## config.mk

```make
export PLATFORM = sky130hd
export DESIGN_NAME = reservation_station_ooo_flat
export DESIGN_NICKNAME = d
export VERILOG_FILES = /design/src/rtl/reservation_station_ooo_if.sv /design/src/rtl/reservation_station_ooo.sv /design/src/flat_wrapper.sv
export SDC_FILE = /design/constraint.sdc
export NUM_CORES = 2
export LEC_CHECK = 0
export CAP_MARGIN = 20
export CORE_AREA = 10 10 381 383
export CTS_BUF_LIST = sky130_fd_sc_hd__clkbuf_4 sky130_fd_sc_hd__clkbuf_8
export CTS_CLUSTER_SIZE = 14
export DETAILED_ROUTE_END_ITERATION = 7
export DIE_AREA = 0 0 391 393
export GPL_TIMING_DRIVEN = 0
export PLACE_DENSITY_LB_ADDON = 0.1
export SLEW_MARGIN = 20
export SYNTH_ARGS = -nofsm -noshare
export SYNTH_HDL_FRONTEND = slang
export SYNTH_SLANG_ARGS = --single-unit
```

## constraint.sdc

```tcl
create_clock -name clk -period 7.4 [get_ports clk]
set_input_delay 1.48 -clock clk [delete_from_list [all_inputs] [get_ports clk]]
set_output_delay 1.48 -clock clk [all_outputs]
set_load 0.05 [all_outputs]
```

## src/rtl/reservation_station_ooo_if.sv

```systemverilog
`default_nettype none
// ============================================================================
// Module   : reservation_station_ooo_if
// Brief    : Dispatch, issue, CDB and status bundle of the reservation station.
// Revision : 1.0 - initial release
// ============================================================================
interface reservation_station_ooo_if #(
    parameter int N_OPERANDS  = 2,
    parameter int N_ENTRIES_W = 3,
    parameter int N_CDB       = 2,
    parameter int TAG_W       = 4,
    parameter int DATA_W      = 32,
    parameter int INSTR_W     = 8
);
    logic                         flush;
    logic                         i_valid;
    logic                         i_ready;
    logic [TAG_W-1:0]             i_dest;
    logic [INSTR_W-1:0]           i_instr;
    logic [N_OPERANDS*TAG_W-1:0]  i_src_tag;
    logic [N_OPERANDS*DATA_W-1:0] i_src_data;
    logic [N_OPERANDS-1:0]        i_filled;
    logic                         o_valid;
    logic                         o_ready;
    logic [TAG_W-1:0]             o_dest;
    logic [INSTR_W-1:0]           o_instr;
    logic [N_OPERANDS*DATA_W-1:0] o_src_data;
    logic [N_CDB-1:0]             cdb_valid;
    logic [N_CDB*TAG_W-1:0]       cdb_tag;
    logic [N_CDB*DATA_W-1:0]      cdb_data;
    logic [N_ENTRIES_W:0]         count;

    modport master (
        output flush, i_valid, i_dest, i_instr, i_src_tag, i_src_data, i_filled,
        output o_ready, cdb_valid, cdb_tag, cdb_data,
        input  i_ready, o_valid, o_dest, o_instr, o_src_data, count
    );

    modport slave (
        input  flush, i_valid, i_dest, i_instr, i_src_tag, i_src_data, i_filled,
        input  o_ready, cdb_valid, cdb_tag, cdb_data,
        output i_ready, o_valid, o_dest, o_instr, o_src_data, count
    );
endinterface
`default_nettype wire

```

## src/rtl/reservation_station_ooo.sv

```systemverilog
`default_nettype none
// ============================================================================
// Module   : reservation_station_ooo
// Brief    : Multi-CDB reservation station, oldest-ready issue via age matrix.
//            Optional RSV_ISSUE_BYPASS_EN: same-cycle wake-up/dispatch issue.
// Revision : 1.0 - initial release
// ============================================================================
module reservation_station_ooo #(
    parameter int N_OPERANDS  = 2,
    parameter int N_ENTRIES_W = 3,
    parameter int N_CDB       = 2,
    parameter int TAG_W       = 4,
    parameter int DATA_W      = 32,
    parameter int INSTR_W     = 8
) (
    input  logic                      clk,
    input  logic                      nrst,
    reservation_station_ooo_if.slave  rs
);
    localparam int DEPTH = 1 << N_ENTRIES_W;
`ifdef RSV_ISSUE_BYPASS_EN
    localparam bit BYPASS = 1'b1;
`else
    localparam bit BYPASS = 1'b0;
`endif
    localparam logic [N_ENTRIES_W:0] CNT_ONE = {{N_ENTRIES_W{1'b0}}, 1'b1};

    typedef logic [N_ENTRIES_W-1:0] idx_t;

    // Returns {hit, data}; scanning downwards lets the lowest port win.
    function automatic logic [DATA_W:0] cdb_lookup(
        input logic [TAG_W-1:0]        tag,
        input logic [N_CDB-1:0]        vld,
        input logic [N_CDB*TAG_W-1:0]  tags,
        input logic [N_CDB*DATA_W-1:0] data
    );
        logic [DATA_W:0] res;
        res = '0;
        for (int p = N_CDB - 1; p >= 0; p--) begin
            if (vld[p] && tags[p*TAG_W +: TAG_W] == tag)
                res = {1'b1, data[p*DATA_W +: DATA_W]};
        end
        return res;
    endfunction

    logic [DEPTH-1:0]      ent_valid;
    logic [TAG_W-1:0]      ent_dest   [DEPTH];
    logic [INSTR_W-1:0]    ent_instr  [DEPTH];
    logic [TAG_W-1:0]      ent_tag    [DEPTH][N_OPERANDS];
    logic [DATA_W-1:0]     ent_data   [DEPTH][N_OPERANDS];
    logic [N_OPERANDS-1:0] ent_filled [DEPTH];
    // older[i][j] set means entry i was dispatched before entry j
    logic [DEPTH-1:0]      older      [DEPTH];
    logic [N_ENTRIES_W:0]  occ;
    logic                  hold_vld;
    idx_t                  hold_idx;

    logic [N_OPERANDS-1:0] wake_hit   [DEPTH];
    logic [DATA_W-1:0]     wake_data  [DEPTH][N_OPERANDS];
    logic [DATA_W-1:0]     eff_data   [DEPTH][N_OPERANDS];
    logic [N_OPERANDS-1:0] in_hit;
    logic [DATA_W-1:0]     in_val     [N_OPERANDS];
    logic [DEPTH-1:0]      ready;
    logic [DEPTH-1:0]      oldest;
    logic                  any_ready;
    idx_t                  oldest_idx;
    idx_t                  free_idx;
    idx_t                  pres_idx;
    logic                  disp;
    logic                  from_in;
    logic                  issue_ent;
    logic                  alloc;

    always_comb begin
        logic [DATA_W:0]       lk;
        logic [N_OPERANDS-1:0] eff_filled;
        lk = '0;
        for (int k = 0; k < N_OPERANDS; k++) begin
            lk        = cdb_lookup(rs.i_src_tag[k*TAG_W +: TAG_W], rs.cdb_valid, rs.cdb_tag, rs.cdb_data);
            in_hit[k] = lk[DATA_W] & ~rs.i_filled[k];
            in_val[k] = rs.i_filled[k] ? rs.i_src_data[k*DATA_W +: DATA_W] : lk[DATA_W-1:0];
        end
        for (int i = 0; i < DEPTH; i++) begin
            eff_filled = '0;
            for (int k = 0; k < N_OPERANDS; k++) begin
                lk              = cdb_lookup(ent_tag[i][k], rs.cdb_valid, rs.cdb_tag, rs.cdb_data);
                wake_hit[i][k]  = lk[DATA_W] & ent_valid[i] & ~ent_filled[i][k];
                wake_data[i][k] = lk[DATA_W-1:0];
                eff_filled[k]   = ent_filled[i][k] | (BYPASS & wake_hit[i][k]);
                eff_data[i][k]  = (BYPASS && wake_hit[i][k]) ? lk[DATA_W-1:0] : ent_data[i][k];
            end
            ready[i] = ent_valid[i] & (&eff_filled);
        end
    end

    always_comb begin
        oldest     = ready;
        oldest_idx = '0;
        free_idx   = '0;
        for (int i = 0; i < DEPTH; i++) begin
            for (int j = 0; j < DEPTH; j++) begin
                if (ready[j] && older[j][i])
                    oldest[i] = 1'b0;
            end
        end
        for (int i = 0; i < DEPTH; i++) begin
            if (oldest[i])
                oldest_idx = idx_t'(i);
        end
        for (int i = DEPTH - 1; i >= 0; i--) begin
            if (!ent_valid[i])
                free_idx = idx_t'(i);
        end
    end

    assign any_ready  = |ready;
    assign rs.i_ready = ~occ[N_ENTRIES_W];
    assign rs.count   = occ;
    assign disp       = rs.i_valid & rs.i_ready & ~rs.flush;
    // A dispatch may only go straight out when nothing already held is ready
    assign from_in    = BYPASS & disp & (&(rs.i_filled | in_hit)) & ~any_ready & ~hold_vld;
    assign pres_idx   = hold_vld ? hold_idx : oldest_idx;
    assign rs.o_valid = hold_vld | any_ready | from_in;
    assign issue_ent  = rs.o_valid & rs.o_ready & ~rs.flush & ~from_in;
    assign alloc      = disp & ~(from_in & rs.o_ready);

    always_comb begin
        rs.o_dest  = from_in ? rs.i_dest  : ent_dest[pres_idx];
        rs.o_instr = from_in ? rs.i_instr : ent_instr[pres_idx];
        for (int k = 0; k < N_OPERANDS; k++)
            rs.o_src_data[k*DATA_W +: DATA_W] = from_in ? in_val[k] : eff_data[pres_idx][k];
    end

    always_ff @(posedge clk) begin
        if (nrst || rs.flush) begin
            occ       <= '0;
            hold_vld  <= 1'b0;
            hold_idx  <= '0;
            ent_valid <= '0;
            for (int i = 0; i < DEPTH; i++) begin
                older[i]      <= '0;
                ent_filled[i] <= '0;
            end
        end else begin
            hold_vld <= rs.o_valid & ~rs.o_ready;
            hold_idx <= from_in ? free_idx : pres_idx;
            if (alloc && !issue_ent)
                occ <= occ + CNT_ONE;
            else if (issue_ent && !alloc)
                occ <= occ - CNT_ONE;
            for (int i = 0; i < DEPTH; i++) begin
                if (alloc && free_idx == idx_t'(i)) begin
                    ent_valid[i]  <= 1'b1;
                    ent_filled[i] <= rs.i_filled | in_hit;
                    older[i]      <= '0;
                end else begin
                    if (issue_ent && pres_idx == idx_t'(i))
                        ent_valid[i] <= 1'b0;
                    ent_filled[i] <= ent_filled[i] | wake_hit[i];
                    if (alloc)
                        older[i][free_idx] <= 1'b1;
                end
            end
        end
    end

    always_ff @(posedge clk) begin
        for (int i = 0; i < DEPTH; i++) begin
            if (alloc && free_idx == idx_t'(i)) begin
                ent_dest[i]  <= rs.i_dest;
                ent_instr[i] <= rs.i_instr;
                for (int k = 0; k < N_OPERANDS; k++) begin
                    ent_tag[i][k]  <= rs.i_src_tag[k*TAG_W +: TAG_W];
                    ent_data[i][k] <= in_val[k];
                end
            end else begin
                for (int k = 0; k < N_OPERANDS; k++) begin
                    if (wake_hit[i][k])
                        ent_data[i][k] <= wake_data[i][k];
                end
            end
        end
    end
endmodule
`default_nettype wire

```

## src/flat_wrapper.sv

```systemverilog
// flat-port wrapper written by rule: the top's interface ports become plain ports
module reservation_station_ooo_flat 
#(
    parameter int N_OPERANDS  = 2,
    parameter int N_ENTRIES_W = 3,
    parameter int N_CDB       = 2,
    parameter int TAG_W       = 4,
    parameter int DATA_W      = 32,
    parameter int INSTR_W     = 8
)
  (clk, nrst, rs_flush, rs_i_valid, rs_i_dest, rs_i_instr, rs_i_src_tag, rs_i_src_data, rs_i_filled, rs_o_ready, rs_cdb_valid, rs_cdb_tag, rs_cdb_data, rs_i_ready, rs_o_valid, rs_o_dest, rs_o_instr, rs_o_src_data, rs_count);
  reservation_station_ooo_if #(.N_OPERANDS(N_OPERANDS), .N_ENTRIES_W(N_ENTRIES_W), .N_CDB(N_CDB), .TAG_W(TAG_W), .DATA_W(DATA_W), .INSTR_W(INSTR_W)) rs_i ();
  input  logic clk;
  input  logic nrst;
  input wire logic [$bits(rs_i.flush)-1:0] rs_flush;
  input wire logic [$bits(rs_i.i_valid)-1:0] rs_i_valid;
  input wire logic [$bits(rs_i.i_dest)-1:0] rs_i_dest;
  input wire logic [$bits(rs_i.i_instr)-1:0] rs_i_instr;
  input wire logic [$bits(rs_i.i_src_tag)-1:0] rs_i_src_tag;
  input wire logic [$bits(rs_i.i_src_data)-1:0] rs_i_src_data;
  input wire logic [$bits(rs_i.i_filled)-1:0] rs_i_filled;
  input wire logic [$bits(rs_i.o_ready)-1:0] rs_o_ready;
  input wire logic [$bits(rs_i.cdb_valid)-1:0] rs_cdb_valid;
  input wire logic [$bits(rs_i.cdb_tag)-1:0] rs_cdb_tag;
  input wire logic [$bits(rs_i.cdb_data)-1:0] rs_cdb_data;
  output wire logic [$bits(rs_i.i_ready)-1:0] rs_i_ready;
  output wire logic [$bits(rs_i.o_valid)-1:0] rs_o_valid;
  output wire logic [$bits(rs_i.o_dest)-1:0] rs_o_dest;
  output wire logic [$bits(rs_i.o_instr)-1:0] rs_o_instr;
  output wire logic [$bits(rs_i.o_src_data)-1:0] rs_o_src_data;
  output wire logic [$bits(rs_i.count)-1:0] rs_count;
  assign rs_i.flush = rs_flush;
  assign rs_i.i_valid = rs_i_valid;
  assign rs_i.i_dest = rs_i_dest;
  assign rs_i.i_instr = rs_i_instr;
  assign rs_i.i_src_tag = rs_i_src_tag;
  assign rs_i.i_src_data = rs_i_src_data;
  assign rs_i.i_filled = rs_i_filled;
  assign rs_i.o_ready = rs_o_ready;
  assign rs_i.cdb_valid = rs_cdb_valid;
  assign rs_i.cdb_tag = rs_cdb_tag;
  assign rs_i.cdb_data = rs_cdb_data;
  assign rs_i_ready = rs_i.i_ready;
  assign rs_o_valid = rs_i.o_valid;
  assign rs_o_dest = rs_i.o_dest;
  assign rs_o_instr = rs_i.o_instr;
  assign rs_o_src_data = rs_i.o_src_data;
  assign rs_count = rs_i.count;
  reservation_station_ooo #(.N_OPERANDS(N_OPERANDS), .N_ENTRIES_W(N_ENTRIES_W), .N_CDB(N_CDB), .TAG_W(TAG_W), .DATA_W(DATA_W), .INSTR_W(INSTR_W)) u_core (.clk(clk), .nrst(nrst), .rs(rs_i));
endmodule
```

======== Word level (Yosys, flattened, before mapping) ========
Memory sizes are Yosys's and may differ from the RTL's.
Index checks and enable logic that the tools add are counted.
word-level totals
  output and inout port bits .............. 82
  input bits .............................. 165
  bits in writable memories ............... 752
  memories kept ........................... 6
  bits in registers ....................... 16
memories
  name               words  width  read ports  clocked after memory_dff  write ports  line                           RTL
  u_core.ent_data    8      64     8           0                         8            reservation_station_ooo.sv:50  logic [DATA_W-1:0] ent_data [DEPTH][N_OPERANDS];
  u_core.ent_instr   8      8      1           0                         1            reservation_station_ooo.sv:48  logic [INSTR_W-1:0] ent_instr [DEPTH];
  u_core.ent_tag     8      8      8           0                         1            reservation_station_ooo.sv:49  logic [TAG_W-1:0] ent_tag [DEPTH][N_OPERANDS];
  u_core.older       8      8      8           0                         8            reservation_station_ooo.sv:53  logic [DEPTH-1:0] older [DEPTH];
  u_core.ent_dest    8      4      1           0                         1            reservation_station_ooo.sv:47  logic [TAG_W-1:0] ent_dest [DEPTH];
  u_core.ent_filled  8      2      8           0                         8            reservation_station_ooo.sv:51  logic [N_OPERANDS-1:0] ent_filled [DEPTH];
cells by class
  $add $sub $neg .......................... 2
  reduce and logical (&&, ||, !) cells .... 155
  multiplexer cells ....................... 431
  $lt $le $gt $ge ......................... 3
  eq/ne operators ......................... 50
  bitwise operators ....................... 183
operator list
  kind                 count
  $mux 33              36
  $mux 32              18
  $mux 1               282
  $mux 8               30
  $bmux 64 s3          1
  $eq 4x4->1           36
  $mux 64              2
  $reduce_or 8->1      15
  $logic_and 1x1->1    111
  $or 1x1->1           105
  $mux 3               34
  $and 1x1->1          47
  $mux 2               18
  $mux 4               9
  $reduce_or 4->1      7
  $eq 3x3->1 const B   8
  $not 1->1            21
  $or 2x2->2           9
  $reduce_bool 2->1    9
  $reduce_and 2->1     8
  $eq 3x2->1 const B   4
  $eq 3x1->1 const B   2
  $logic_not 3->1      2
  $add 4x1->4 const B  1
  other kinds (8)      9

======== Longest topological paths before layout ========
An unclocked memory read counts as a cell.
  depth after elaboration ................. 24
  depth in mapped cells ................... 14
  gate-level depth less buffers ........... 13

======== Worst setup path after synthesis ========
Ideal clock, no wire load.
  path kind ............................... input -> register
  start ................................... input port rs_cdb_tag[2]
  end ..................................... memory u_core.ent_data[0][0] in the netlist's numbering (enable)
  path slack .............................. 1.761 ns
  data arrival time ....................... 5.174 ns
  stages .................................. 7
  required time ........................... 6.934 ns
  path buffers ............................ 2
  cell sequence ........................... buf_2 -> buf_2 -> xor2_1 -> nor4_2 -> a31o_2 -> nand2_1 -> o21ai_0
RTL lines
  element      line                           RTL
  from (decl)  flat_wrapper.sv:24             input wire logic [$bits(rs_i.cdb_tag)-1:0] rs_cdb_tag;
  to (decl)    reservation_station_ooo.sv:50

==> results.json <==
{
  "status": "finished with violations",
  "violations": "negative setup slack",
  "nets": 5332,
  "powerDensity_mw_per_mm2": 185,
  "yosysTopAreaCellShare_pct": 46.8,
  "core-area_mm2": 0.137,
  "dp_worst_setup_slack_ns": -0.0976,
  "ant_nets": 0,
  "syn2layout_area_growth_pct": 17.4,
  "setup_viol": 8,
  "dieHeight_um": 393,
  "vias": 43400,
  "skew_ns": 0.0591,
  "leakage_nw": 19.1,
  "drive_above_1_share_pct": 9.63,
  "crit_path_end": "rs_o_src_data[63]",
  "worstSkewPairLatency_ns": 0.94,
  "gp_congestion": 0.971,
  "postCtsHoldBufs": 0,
  "required_ns": 5.92,
  "rsz0062_at_grt": "no",
  "finalSetupTns_ns": -0.360,
  "drt-vias-per-instance": 6.13,
  "htreeDepth": 4,
  "slowest_stage": "edfxtp_1",
  "slew_viol_final": 0,
  "grt_pass1_vias": 42000,
  "regToRegEndpoint": "u_core.older[0][38]",
  "crit_start": "u_core.ent_filled[0][9]",
  "max_freq_ghz": 0.134,
  "holdCritPathClass": "register to register",
  "period_share_pct": 101,
  "synth_area_leaders": "edfxtp_1 (47%), mux2i_1 (12%), o31ai_1 (8.1%)",
  "ff2ff_setup_slack_ns": 2.75,
  "grt.total_usage_pct": 30.0,
  "num_rows": 136,
  "ys_async_sr_fraction_pct": 0,
  "cts_buffers": 150,
  "final_core_util_pct": 40.9,
  "routed_wl_um": 238000,
  "syn_avg_cell_area_um2": 10.0,
  "worstRegToRegCells": 9,
  "netlist_area_mm2": 0.0478,
  "numPortBuffers": 169,
  "seq_area_mm2": 0.0227,
  "period_needed_ns": 7.47,
  "syn_inst": 4770,
  "worstSetupEndpointType": "primary output",
  "worst_pin_slew_ns": 1.25,
  "critPathMaxStageDelay_ns": 0.64,
  "slew_headroom_pct": 16.8,
  "whs_ns": 0.526,
  "nFillCells": 13700,
  "drc_errors": 0,
  "dr.pass1.iters": 6,
  "root_buffer": "clkbuf_8",
  "clk_path_buf_depth": 3,
  "synth_ff_type": "edfxtp_1",
  "synth-edff-count": 744,
  "fin_ws_ns": -0.0717,
  "yosysWarnings": 0,
  "clock-sinks": 760,
  "wire_per_inst_um": 33.6,
  "cpMostUsedCell": "buf_4",
  "multi_input_area_mm2": 0.0220,
  "grt.overflow.total": 0,
  "yosysSeqAreaShare_pct": 47.4,
  "io_pins": 247,
  "path_class": "register to primary output",
  "synth_top_area_cell": "edfxtp_1",
  "grt_pass1_wl_um": 328000,
  "antenna_found_initial": 33,
  "maxCapViolCount": 0,
  "crit-reg2reg-launch": "u_core.ent_valid[2]",
  "cp-start-kind": "register",
  "cts_tree": "done",
  "crit_arrival_ns": 5.99,
  "die_x_um": 391,
  "ys_seq_elements": 760,
  "crit_chain": "nand3_1 -> o2111ai_1 -> and4b_1 -> o31ai_4 -> buf_6 -> a21o_1 -> buf_2 -> buf_4 -> buf_4 -> a211oi_1 -> nor4_4 -> dlygate4sd2_1",
  "dp_hpwl_um": 183000,
  "drt_iter0_markers": 5855,
  "start_util_pct": 34.8,
  "ir_drop_uv": 116,
  "grt_max_degree": 28,
  "hold_viol": 0,
  "die_area_mm2": 0.154,
  "critPathMaxFanout": 10,
  "synth.distinct_cells": 66,
  "clk_pin_slew_ns": 0.06
}
through the flow:
stage	instance area (µm²)	cells	total power [mW]
floorplan	47800	4791	5.59
detailed placement	52800	6798	6.09
CTS	56000	7060	10.3
global placement	51800	6754	6.05
global route	56000	7066	10.6
finish	56100	7077	10.4
critical path, delay by kind of cell (launching register included):
kind / cells / cell delay (ns)
buffers and inverters: 5 / 2.10
AOI/OAI and AO/OA: 4 / 1.16
and+or+nand+nor: 3 / 1.11
DFF: 1 / 0.64
metal layers:
layer  vias to the layer above  share of wire [%]  global-route usage [%]
li1                      18800                  -                       -
met4                        26                6.5                    17.4
met2                      2511                 42                    43.8
met1                     21600                 42                    40.0
met3                       478                 10                    7.40
met5                         -              0.099                   0.376
state kept, by name (all words and copies together) (netlist names):
signal,flops
u_core.ent_data,512
u_core.ent_dest,32
u_core.ent_filled,16
u_core.ent_instr,64
u_core.ent_tag,64
u_core.ent_valid,8
u_core.hold_idx,3
u_core.hold_vld,1
u_core.older,56
u_core.rs.count,4
report_power, final:
group | internal [mW] | switching [mW]
combinational | 0.364 | 0.848
sequential | 4.79 | 0.0239
clock | 2.22 | 2.11
Yosys cell counts, drive strengths merged, types with 2 or more instances:
| cell | n |
|---|---|
| nor4 | 93 |
| nand3b | 3 |
| nor3b | 2 |
| o21ai | 85 |
| nand2b | 6 |
| a31oi | 17 |
| and4b | 2 |
| nand3 | 24 |
| edfxtp | 744 |
| clkbuf | 472 |
| nand2 | 660 |
| a21o | 2 |
| or3b | 12 |
| ha | 3 |
| nor3 | 86 |
| nand4 | 22 |
| buf | 130 |
| a22oi | 2 |
| o2111ai | 9 |
| or3 | 7 |
| a21boi | 2 |
| xnor2 | 44 |
| or2 | 10 |
| dfxtp | 16 |
| nor2 | 44 |
| a311oi | 2 |
| a21oi | 18 |
| o22ai | 4 |
| o41ai | 4 |
| mux2i | 577 |
| nor2b | 5 |
| a211oi | 466 |
| a31o | 2 |
| a22o | 2 |
| o31ai | 515 |
| xor2 | 103 |
| inv | 398 |
| conb | 2 |
| and3 | 6 |
| a2111oi | 154 |
| o311ai | 4 |
layout make-up:
class	instances	area share, %
sequential	760	40.4
multi-input combinational	3031	39.3
clock buffer	211	4.52
buffer	602	4.32
timing repair buffer	220	4.17
tap	1794	4.00
inverter	398	2.66
clock inverter	45	0.531
antenna	16	0.0714
cells in the final DEF (no fill, tap or decap), types with 15 or more instances in the layout:
cell type / count
clkbuf_1: 431
xnor2_1: 44
buf_6: 23
edfxtp_1: 744
dlygate4sd2_1: 46
buf_1: 72
nand4_1: 22
clkdlybuf4s50_1: 103
conb_1: 23
a2111oi_1: 15
clkbuf_4: 61
o21ai_0: 19
buf_4: 18
a2111oi_0: 124
mux2i_1: 577
a211oi_1: 462
dfxtp_1: 16
buf_12: 16
xor2_1: 103
o31ai_1: 514
a21oi_1: 18
nand3_1: 23
clkbuf_8: 152
nor4_1: 54
nor2_1: 44
nand2_1: 646
buf_2: 48
nor4_4: 23
nor3_1: 84
diode_2: 16
nor4_2: 16
clkbuf_2: 44
o21ai_1: 64
inv_1: 393
clkinv_1: 25
cells by family after synthesis:
kind of cell | share of synthesized area (%)
buffers and inverters | 8.04
flip-flops | 47.4
other | 0.0157
adder cells (fa/ha/maj) | 0.121
multiplexers | 12.1
AND/OR/NAND/NOR | 9.24
XOR/XNOR | 2.70
AO/OA/AOI/OAI | 20.4
timing repair:
| action | 4_1_cts | 5_1_grt |
|---|---|---|
| endpoints found under the setup margin | 76 | 45 |
| pin swaps | 9 | 6 |
| cloned | 0 | 0 |
| buffers inserted | 6 | 1 |
| gates resized for setup | 167 | 55 |
worst min path at each step:
stage	startpoint	end	slack, ns	cells past startpoint
6_report	u_core.rs.count[2]	u_core.rs.count[2]	0.53	2
5_1_grt	u_core.ent_valid[3]	u_core.ent_valid[3]	0.57	2
4_1_cts	u_core.rs.count[3]	u_core.rs.count[3]	0.53	2
3_5_place_dp	u_core.rs.count[2]	u_core.rs.count[2]	0.52	2
3_3_place_gp	u_core.rs.count[3]	u_core.rs.count[3]	0.51	2
2_1_floorplan	u_core.ent_valid[3]	u_core.ent_valid[3]	0.49	2
No activity file was read; power rests on OpenSTA's default activity.
